<file path="src/rtl/trig_delay_gen.sv">
// trig_delay_gen: delayed STOP pulse generator for TDC stimulus.
// Optional 4-entry command FIFO enabled by macro TDG_CMD_FIFO_EN.
module trig_delay_gen #(
   parameter int PULSE_WIDTH = 1,
   parameter int SYNC_STAGES = 2
) (
   input  logic       CLK,
   input  logic       RSTb,
   input  logic       START,
   input  logic [7:0] DELAY,
   input  logic       LOAD,
   output logic       STOP,
   output logic       BUSY,
   output logic       DONE,
   output logic       ERR
);

   typedef enum logic [1:0] {
      IDLE,
      ARMED,
      COUNT,
      PULSE
   } state_e;

   localparam logic [3:0] PW_M1  = 4'(PULSE_WIDTH - 1);
   localparam logic       PW_ONE = (PULSE_WIDTH == 1);

   state_e                 state_q;
   logic [7:0]             cur_q;
   logic [7:0]             cnt_q;
   logic [3:0]             pcnt_q;
   logic                   stop_q;
   logic                   busy_q;
   logic                   done_q;
   logic                   err_q;

   logic [SYNC_STAGES-1:0] sync_q;
   logic [SYNC_STAGES-1:0] vld_q;
   logic                   prev_q;
   logic                   start_rise;

   logic                   idle;
   logic                   pulse_last;
   logic                   accept;
   logic                   reject;
   logic                   q_vld;
   logic [7:0]             q_dat;

   // START synchronizer; prev resets high so a START held across reset
   // is not mistaken for a rising edge once the chain fills.
   always_ff @(posedge CLK or negedge RSTb) begin
      if (!RSTb) begin
         sync_q <= '0;
         vld_q  <= '0;
         prev_q <= 1'b1;
      end else begin
         sync_q <= {sync_q[SYNC_STAGES-2:0], START};
         vld_q  <= {vld_q[SYNC_STAGES-2:0], 1'b1};
         if (vld_q[SYNC_STAGES-1]) begin
            prev_q <= sync_q[SYNC_STAGES-1];
         end
      end
   end

   assign start_rise = vld_q[SYNC_STAGES-1]
                     & sync_q[SYNC_STAGES-1]
                     & ~prev_q;

`ifdef TDG_CMD_FIFO_EN
   logic [7:0] fifo_q [4];
   logic [1:0] wr_q;
   logic [1:0] rd_q;
   logic [2:0] fcnt_q;
   logic       push;
   logic       pop;

   // Command acceptance with queueing behind the executing command.
   always_comb begin
      idle       = (state_q == IDLE);
      pulse_last = (state_q == PULSE) && (pcnt_q == 4'd0);
      q_vld      = (fcnt_q != 3'd0);
      q_dat      = fifo_q[rd_q];
      accept     = LOAD && (idle || (fcnt_q != 3'd4) || pulse_last);
      push       = accept && !idle && !(pulse_last && !q_vld);
      pop        = pulse_last && q_vld;
      reject     = LOAD && !accept;
   end

   // Circular command queue storage and pointers.
   always_ff @(posedge CLK or negedge RSTb) begin
      if (!RSTb) begin
         for (int i = 0; i < 4; i++) begin
            fifo_q[i] <= '0;
         end
         wr_q   <= '0;
         rd_q   <= '0;
         fcnt_q <= '0;
      end else begin
         if (push) begin
            fifo_q[wr_q] <= DELAY;
            wr_q         <= wr_q + 2'd1;
         end
         if (pop) begin
            rd_q <= rd_q + 2'd1;
         end
         fcnt_q <= fcnt_q + 3'(push) - 3'(pop);
      end
   end
`else
   // Single command register: new LOAD only when idle or finishing.
   always_comb begin
      idle       = (state_q == IDLE);
      pulse_last = (state_q == PULSE) && (pcnt_q == 4'd0);
      q_vld      = 1'b0;
      q_dat      = 8'd0;
      accept     = LOAD && (idle || pulse_last);
      reject     = LOAD && !accept;
   end
`endif

   // Main sequencer with registered STOP/BUSY/DONE/ERR.
   always_ff @(posedge CLK or negedge RSTb) begin
      if (!RSTb) begin
         state_q <= IDLE;
         cur_q   <= '0;
         cnt_q   <= '0;
         pcnt_q  <= '0;
         stop_q  <= 1'b0;
         busy_q  <= 1'b0;
         done_q  <= 1'b0;
         err_q   <= 1'b0;
      end else begin
         err_q  <= reject;
         done_q <= 1'b0;
         unique case (state_q)
            IDLE: begin
               if (accept) begin
                  cur_q   <= DELAY;
                  busy_q  <= 1'b1;
                  state_q <= ARMED;
               end
            end
            ARMED: begin
               if (start_rise) begin
                  if (cur_q == 8'd0) begin
                     state_q <= PULSE;
                     stop_q  <= 1'b1;
                     pcnt_q  <= PW_M1;
                     done_q  <= PW_ONE;
                  end else begin
                     state_q <= COUNT;
                     cnt_q   <= cur_q;
                  end
               end
            end
            COUNT: begin
               if (cnt_q == 8'd1) begin
                  state_q <= PULSE;
                  stop_q  <= 1'b1;
                  pcnt_q  <= PW_M1;
                  done_q  <= PW_ONE;
               end else begin
                  cnt_q <= cnt_q - 8'd1;
               end
            end
            PULSE: begin
               if (pcnt_q == 4'd0) begin
                  stop_q <= 1'b0;
                  if (q_vld) begin
                     cur_q   <= q_dat;
                     state_q <= ARMED;
                  end else if (accept) begin
                     cur_q   <= DELAY;
                     state_q <= ARMED;
                  end else begin
                     busy_q  <= 1'b0;
                     state_q <= IDLE;
                  end
               end else begin
                  pcnt_q <= pcnt_q - 4'd1;
                  done_q <= (pcnt_q == 4'd1);
               end
            end
            default: state_q <= IDLE;
         endcase
      end
   end

   assign STOP = stop_q;
   assign BUSY = busy_q;
   assign DONE = done_q;
   assign ERR  = err_q;

endmodule

</file>
<file path="config.mk">
export PLATFORM = sky130hd
export DESIGN_NAME = trig_delay_gen
export DESIGN_NICKNAME = d
export VERILOG_FILES = /design/src/rtl/trig_delay_gen.sv
export SDC_FILE = /design/constraint.sdc
export NUM_CORES = 1
export LEC_CHECK = 0
export ABC_CLOCK_PERIOD_IN_PS = 3300
export CAP_MARGIN = 20
export CORE_ASPECT_RATIO = 0.7
export CORE_UTILIZATION = 60
export CTS_CLUSTER_SIZE = 24
export DETAILED_ROUTE_END_ITERATION = 8
export PLACE_DENSITY = 0.88
export SLEW_MARGIN = 20
export SYNTH_ARGS = -nofsm -noshare
export SYNTH_HDL_FRONTEND = slang
export SYNTH_SLANG_ARGS = --single-unit
</file>
<file path="constraint.sdc">
create_clock -name CLK -period 3.3 [get_ports CLK]
set_input_delay 0.99 -clock CLK [delete_from_list [all_inputs] [get_ports CLK]]
set_output_delay 0.99 -clock CLK [all_outputs]
set_load 0.01 [all_outputs]
</file>
# Word-level counts from Yosys, hierarchy flattened
# Cells that the tools add are included.
[word_totals]
register_bits = 31
latchBits = 0
ram_bits = 0
rom_bits = 0
in_bits = 12
out_inout_bits = 4
elab_cells = 80
mem_count = 0
[op_classes]
addsub = 2
mul = 0
div = 0
order_cmp = 0
eq_ne = 14
shifts = 0
mux = 33
bitwise_logic = 3
n_reduce_logical = 17
[ops]
columns = ["op", "count"]
rows = [
  ["$mux 8", 5],
  ["$pmux 8 s2", 2],
  ["$mux 4", 4],
  ["$ne 2x2->1 const B", 7],
  ["$mux 1", 13],
  ["$pmux 4 s3", 1],
  ["$reduce_and 4->1", 3],
  ["$reduce_and 5->1", 2],
  ["$eq 8x1->1 const B", 1],
  ["$logic_not 8->1", 1],
  ["$mux 2", 4],
  ["$pmux 2 s4", 1],
  ["$sub 8x1->8 const B", 1],
  ["$pmux 1 s3", 2],
  ["$eq 2x2->1 const B", 2],
  ["$eq 4x1->1 const B", 1],
  ["$logic_not 4->1", 1],
  ["$ne 2x1->1 const B", 2],
  ["$reduce_bool 2->1", 2],
  ["$sub 4x1->4 const B", 1],
  ["$logic_and 1x1->1", 3],
  ["$reduce_bool 3->1", 1],
  ["$and 1x1->1", 2],
  ["$eq 2x1->1 const B", 1],
  ["6 further kinds", 6],
]

# Logic depth before layout (Yosys ltp)
# Gate-level depths: netlist (run 1).
[logic_depth]
word_depth = 7
depth_mapped = 8
mapped_depth_nobuf = 7

# Worst setup path after synthesis (run 1)
# No wires, ideal clock.
[synth_path]
kind = "reg-to-reg"
from = "register pcnt_q[0]"
to = "register cur_q[0]"
setup_ns = 0.125
t_arrival_ns = 1.830
required_ns = 3.175
setup_slack_ns = 1.345
path_stages_with_launch = 7
n_path_buf = 0
period_less_slack_ns = 1.955
path_cell_list = "dfrtp_1 inv_1 ha_1 nor3b_1 and2_1 o21ai_1 mux2_2"
[synth_between]
elab_chain_cells = 7
word_cells_on_any_way = 9
cone_classes = "eq/ne: 1; mux: 3; reduce/logical: 5"
[synth_lines]
columns = ["element", "line_no", "text"]
rows = [
  ["start: declaration", "31", "logic [3:0] pcnt_q;"],
  ["start signal: assignment", "180", "pcnt_q <= pcnt_q - 4'd1;"],
  ["$logic_not 4->1 (*)", "113, 167", ""],
  ["$logic_and 1x1->1", "113", "pulse_last = (state_q == PULSE) && (pcnt_q == 4'd0);"],
  ["$logic_or 1x1->1", "116", "accept = LOAD && (idle || pulse_last);"],
  ["$logic_and 1x1->1", "116", ""],
  ["$mux 8 (2 in series)", "--", ""],
  ["$pmux 8 s2", "--", ""],
  ["end signal: assignment", "170", "cur_q <= q_dat;"],
  ["end: declaration", "29", "logic [7:0] cur_q;"],
]
# Mark *: on every way between the ends. The rest lies on a longest branch, timed or not. The select of a mux whose other input is x is not followed.
# A chain may end at the register's enable or synchronous reset.

# Worst setup path after layout (run 1)
[layout_path]
from = "register state_q[0]"
to = "register pcnt_q[1]"
[layout_between]
elab_chain_cells = 3
word_cells_on_any_way = 10
cone_classes = "eq/ne: 7; mux: 1; reduce/logical: 2"
[layout_lines]
columns = ["element", "line_no", "text"]
rows = [
  ["start: declaration", "28", "state_e state_q;"],
  ["start signal: assignment", "124", "state_q <= IDLE;"],
  ["start signal: assignment", "140", "state_q <= ARMED;"],
  ["start signal: assignment", "146", "state_q <= PULSE;"],
  ["$eq 2x1->1 or $eq 2x2->1 (tied branches)", "135", "unique case (state_q)"],
  ["$ne 2x2->1 (no line) or $reduce_bool 3->1 (tied branches)", "--", ""],
  ["$reduce_and 5->1 (no line)", "--", ""],
]
# Parallel ways exist; a longest one is shown, timed or not.

==> impl_results.md, run 1 <==
* CTS Buf Count at 5
* Post-DP Area at 0.00182 mm2
* RSZ-0062 raised after global routing: false
* Crit end category: register
* Max clock buf depth at 2
* GR Overflow Total at 0
* Clk Latency, worst-skew pair at 280 ps
* Register area share after synthesis at 47.7%
* Worst clock skew at 3.43 ps
* Startpoint Class: register
* WHS at roughly 360 ps
* PostCTS Resize Cnt at 0
* Post-cts hold buffer count at 0
* Vias in the first global route at 1203
* Worst reg2reg setup slack at approximately 960 ps
* Worst EP arrival at 2550 ps
* Synth cell types at 38
* DR vias at 1314
* Synth Net Count at between 150 and 200
* Clk pwr share at 20.9%
* Worst Path Required at 3510 ps
* Worst path slowest cell: a2111o_1
* GRT Overall Usage at 26.7%
* Share of cells above drive strength 1 at 13.3%
* Final Hold Vio Count at 0
* Final worst slack at 958 ps
* DRC Markers at 0
* Met2 wire len at 1570 um
* Top_reg_cell synth: dfrtp_1
* Vias per inst at approximately 6.1
* Reg2Reg Launch Point: state_q[0]
* Die Wd at 64.3 um
* Fin crit period at ~2300 ps
* CTS tree: built
* Static leakage at 0.807 nW
* First-pass GRT wire length at 5510 um
* IO buf count at 15
* Synth Instances at 160
* Fin crit share at 71.0%
* Fillers at 159
* CP Launch Point: state_q[0]
* Worst stage delay on the critical path at 490 ps
* Yosys warns at 0
* Design area at 0.00194 mm2
* Crit path buf inv count at 1
* Crit-path cells: inv_1, ha_1, a21boi_2, a2111o_1, or3_1, o21ai_1
* Max-Cap Viols at 0
* # H-tree levels at 2
* Slew @ Worst Pin at 794 ps
* # IOs at 16
* Final antenna-violating net count at 0
* Site row count at 15
* Switch Pwr at 0.718 mW
* Fmax at 427 MHz
* GPL Wtd Cong at 0.797
* Die Area at ~0.0029 mm2
* R2R Path End: pcnt_q[1]
* Post-layout util at 77.1%
* Setup Slack @ Placement at ~860 ps
* WP depth at 6
* WL met3 at 246 um
* WL per Instance at 16.0 um
* CP delay by family, top: compound AO/OA/AOI/OAI gates
* Kind of critical path: reg -> reg
* DP HPWL at 2420 um
* Synth Area per Inst at ~10 um2
* Die Span Y at 45.6 um
* Pwr dens at 943 mW/mm2
* Outcome: finished clean
* Clock Sinks at 31
* Hold/Removal Path Class: reg -> reg
* Sequential power share at 36.7%
* Final Max Tran Viols at 0
* Setup Viol. Count Final at 0
* Drt pass-1 iters at 4
* Register Area at 777 um2
* FFs w/ async S/R, synth at 100%
* Initial Util at 64.7%
* Max IR drop VDD at between 0.0005 and 0.0006 V
* Fin nets at 201
* Number of synthesized flops with an enable pin at 0
* Switch share at 39.3%
* Highest Signal Layer: met4
* Mapped cell area at 0.00163 mm2
* Root Driver: clkbuf_8
* Yosys reg bits at 31
* Synthesis-to-finish area growth at 19.1%
* Worst Setup EP: pcnt_q[1]
* Max FO, Critical Path at 25
* Initial DRC Count at 89
* Final wirelength at between 3000 and 4000 um
* Slew margin rel. at 47.1%
* Cell-internal power at 1.11 mW
* Metal-1 WL at ~1500 um
* Post-CTS setup buffer count at 0
* Core area at 0.00251 mm2
* Initial antenna violation count at 0
* R2R depth at 6
* Diode count at 0
* Multi-input gate area in the final layout at 795 um2
* Pin count of the biggest net entering global routing at 32
* Combinational power share at 42.4%
* TNS Setup at 0 ps
* Clk pin slew, worst setup/hold paths at 60 ps
[worst reg2reg max path: cells and delay by family (launching register included)]
kind,cells,cell delay (ps)
DFF,1,400
AOI/OAI and AO/OA,3,940
adders and majority gates,1,480
and+or+nand+nor,1,360
buffers and inverters,1,100
[cell type report]
type                            instances  share of cell area, %
Multi-Input combinational cell        114                   41.0
Tap cell                               34                   2.19
Timing Repair Buffer                   17                   8.52
Sequential cell                        31                   40.1
Clock inverter                          2                   1.81
Inverter                               11                   2.13
Clock buffer                            6                   4.26
[cells in the mapped netlist, types with 3 or more instances]
cell type | n | share of area (%)
a21oi_1 | 13 | 4.0
a22o_1 | 4 | 2.2
clkbuf_1 | 4 | 0.92
dfrtp_1 | 30 | 46
ha_1 | 9 | 6.9
inv_1 | 11 | 2.5
mux2_2 | 10 | 6.9
nand2_1 | 14 | 3.2
nand3_1 | 6 | 1.8
nor2_1 | 5 | 1.2
nor3_1 | 3 | 0.92
o21ai_0 | 11 | 3.4
o21ai_1 | 3 | 0.92
o22ai_1 | 5 | 1.9
or4_1 | 3 | 1.4
[cell families after synthesis]
group           share of synthesized area (%)
compound gates                           18.9
flops                                    47.7
buf+inv                                  3.46
simple gates                             15.2
mux                                      7.53
other cells                             0.230
fa+ha+maj                                6.92
[through the flow]
| step | instances | power, mW |
|---|---|---|
| floorplan | 160 | 1.20 |
| global placement | 207 | 1.35 |
| detailed placement | 207 | 1.42 |
| CTS | 215 | 1.82 |
| global route | 215 | 1.94 |
| finish | 215 | 1.83 |
[power by group through the flow]
stage | Sequential [mW] | Combinational [mW] | Clock, mW
4_1_cts | 0.666 | 0.763 | 0.388
3_3_place_gp | 0.658 | 0.696 | 0
5_1_grt | 0.689 | 0.845 | 0.403
2_1_floorplan | 0.636 | 0.565 | 0
3_5_place_dp | 0.671 | 0.751 | 0
6_report | 0.671 | 0.774 | 0.382
[metal layers]
layer / track usage, % / vias to the layer above
met5: 0 / -
met4: 18.2 / 0
met3: 7.50 / 17
met2: 39.4 / 65
met1: 34.9 / 612
li1: - / 620
[worst min-delay path by stage]
stage | start | end | cells past startpoint
6_report | vld_q[0] | vld_q[1] | 0
4_1_cts | vld_q[0] | vld_q[1] | 0
3_3_place_gp | vld_q[0] | vld_q[1] | 0
2_1_floorplan | sync_q[0] | sync_q[1] | 0
5_1_grt | vld_q[0] | vld_q[1] | 0
3_5_place_dp | vld_q[0] | vld_q[1] | 0
[layout by cell type, fill, tap and decap left out, types with 2 or more instances in the layout]
cell	count
dfrtp_1	30
clkdlybuf4s50_1	15
nand2_1	14
a21oi_1	13
inv_1	11
o21ai_0	11
mux2_2	10
ha_1	9
nand3_1	6
clkbuf_8	6
o22ai_1	5
nor2_1	5
a22o_1	4
or4_1	3
nor3_1	3
o21ai_1	3
nor3b_1	2
a31oi_1	2
o211ai_1	2
nor4_1	2
nor2b_1	2
nand2b_1	2
buf_4	2
[state kept, by name, indices dropped and copies added (netlist names), 2 cells and up]
signal,count
vld_q,2
cur_q,8
state_q,2
sync_q,2
cnt_q,8
pcnt_q,4
Note: power is estimated with default switching activity, not from simulation.
==> run 2, diff against run 1 <==
Settings changed: ABC_CLOCK_PERIOD_IN_PS 3300 to 2300, CORE_UTILIZATION 60 to 56, PLACE_DENSITY 0.88 to 0.83.
Clock period 3.3 ns to 2.3 ns, I/O delays scaled along.
==> impl_results.md, run 2 (same netlist as run 1, synthesis figures left out) <==
* Die Span Y at 47.1 um
* Die Area at ~0.0031 mm2
* Fin crit share at 92.5%
* GR peak layer: met2
* Met2 global-route usage at 40.6%
* DRC Markers at 0
* Final antenna-violating net count at 0
* Initial Util at 62.4%
* CTS tree: built
* Clock Sinks at 31
* TNS Setup at 0 ps
* Initial DRC Count at ~100
* Fin crit period at 2130 ps
* Vias in the first global route at approximately 1200
* Hold path start: vld_q[0]
* Reg2Reg Launch Point: cnt_q[1]
* Worst EP arrival at 2330 ps
* Share of cells above drive strength 1 at 13.7%
* Multi-input gate area in the final layout at 795 um2
* DR vias at 1304
* Initial antenna violation count at 0
* DP HPWL at 2630 um
* Global routing usage on met1 at 36.9%
* Max-Cap Viols at 0
* Clk Latency, worst-skew pair at 280 ps
* GR Overflow Total at 0
* Hold/Removal Path Class: reg -> reg
* GRT Overall Usage at 27.1%
* Pwr dens at between 1000 and 1500 mW/mm2
* PostCTS Resize Cnt at 0
* Fin nets at between 200 and 250
* First-pass GRT wire length at 5820 um
* Commonest non-fill, non-tap cell in the layout: dfrtp_1
* Setup Slack @ Placement at between 200 and 250 ps
* Vias per inst at between 6 and 7
* Max FO, Critical Path at 6
* Max clock buf depth at 2
* Synthesis-to-finish area growth at 20.9%
* GPL Wtd Cong at 0.831
* Final worst slack at roughly 170 ps
* Setup Viol. Count Final at 0
* Worst Path Required at 2500 ps
* Core area at 0.00261 mm2
* Most frequent cells in the layout: dfrtp_1, clkdlybuf4s50_1, nand2_1
* Static leakage at 0.821 nW
* # H-tree levels at 2
* Diode count at 0
* Final wirelength at 3740 um
* CTS Buf Count at 5
* Crit end category: register
* CP Launch Point: cnt_q[1]
* Die Wd at 66.4 um
* IO buf count at 15
* Kind of critical path: reg -> reg
* Worst reg2reg setup slack at 170 ps
* Drt pass-1 iters at 4
* Post-CTS setup buffer count at 0
* RSZ-0062 raised after global routing: false
* Site row count at 15
* Fmax at between 400 and 500 MHz
* Max IR drop VDD at about 0.00085 V
* Post-cts hold buffer count at 0
* Fillers at roughly 180
* Clk pin slew, worst setup/hold paths at around 70 ps
* Startpoint Class: register
* Register Area at between 700 and 800 um2
* Met3 Use GR at between 7 and 8%
* Pin count of the biggest net entering global routing at 32
* Root Driver: clkbuf_8
* Final Hold Vio Count at 0
* Outcome: finished clean
* Worst clock skew at 5.96 ps
* Regs by FF count: cnt_q x8, cur_q x8, pcnt_q x4
* WL per Instance at 17.2 um
* Final Max Tran Viols at 0
* # IOs at 16
-- run 2: per-layer routing --
metal / up-vias / share of wire (%)
met4: 0 / 2.3
met3: 9 / 5.2
met5: - / 0
met2: 35 / 47
met1: 634 / 46
li1: 626 / -
-- run 2: final timing paths --
path	cells past startpoint	to
max reg2reg	7	pcnt_q[1]
min reg2reg	0	vld_q[1]
max	7	pcnt_q[1]
max in group asynchronous	2	prev_q
min in group asynchronous	2	BUSY
min	0	vld_q[1]
-- run 2: through the flow --
| stage | hold WS, ps | std cells | total power, mW | cell area [um2] | util [%] |
|---|---|---|---|---|---|
| after floorplan | 331 | 160 | 1.72 | 1630 | - |
| after global placement | 340 | 209 | 1.98 | 1840 | 70.4 |
| after detailed placement | 340 | 209 | 2.07 | 1840 | 70.4 |
| after CTS | 363 | 217 | 2.73 | 1970 | 75.4 |
| after global routing | 365 | 217 | 2.91 | 1970 | 75.4 |
| final | 366 | 217 | 2.73 | 1970 | 75.4 |
-- run 2: layout make-up --
cell class	count	share of cell area, %
Clock inverter	2	3.05
Tap cell	34	2.16
Inverter	11	2.10
Sequential cell	31	39.5
Multi-Input combinational cell	114	40.4
Timing Repair Buffer	19	9.15
Clock buffer	6	3.69
-- run 2: worst max-delay path: stages, from the launching register on --
cell,delay [ps]
dfrtp_1,400
inv_1,90
ha_1,130
nor3b_1,300
a21boi_2,130
a2111o_1,480
or3_1,370
o21ai_1,150
-- run 2: power by group --
part	internal, mW	leakage (nW)	switching (mW)	total (mW)
registers	0.745	0.374	0.211	0.956
logic	0.510	0.381	0.629	1.14
clock network	0.433	0.0654	0.202	0.635
total	1.69	0.821	1.04	2.73
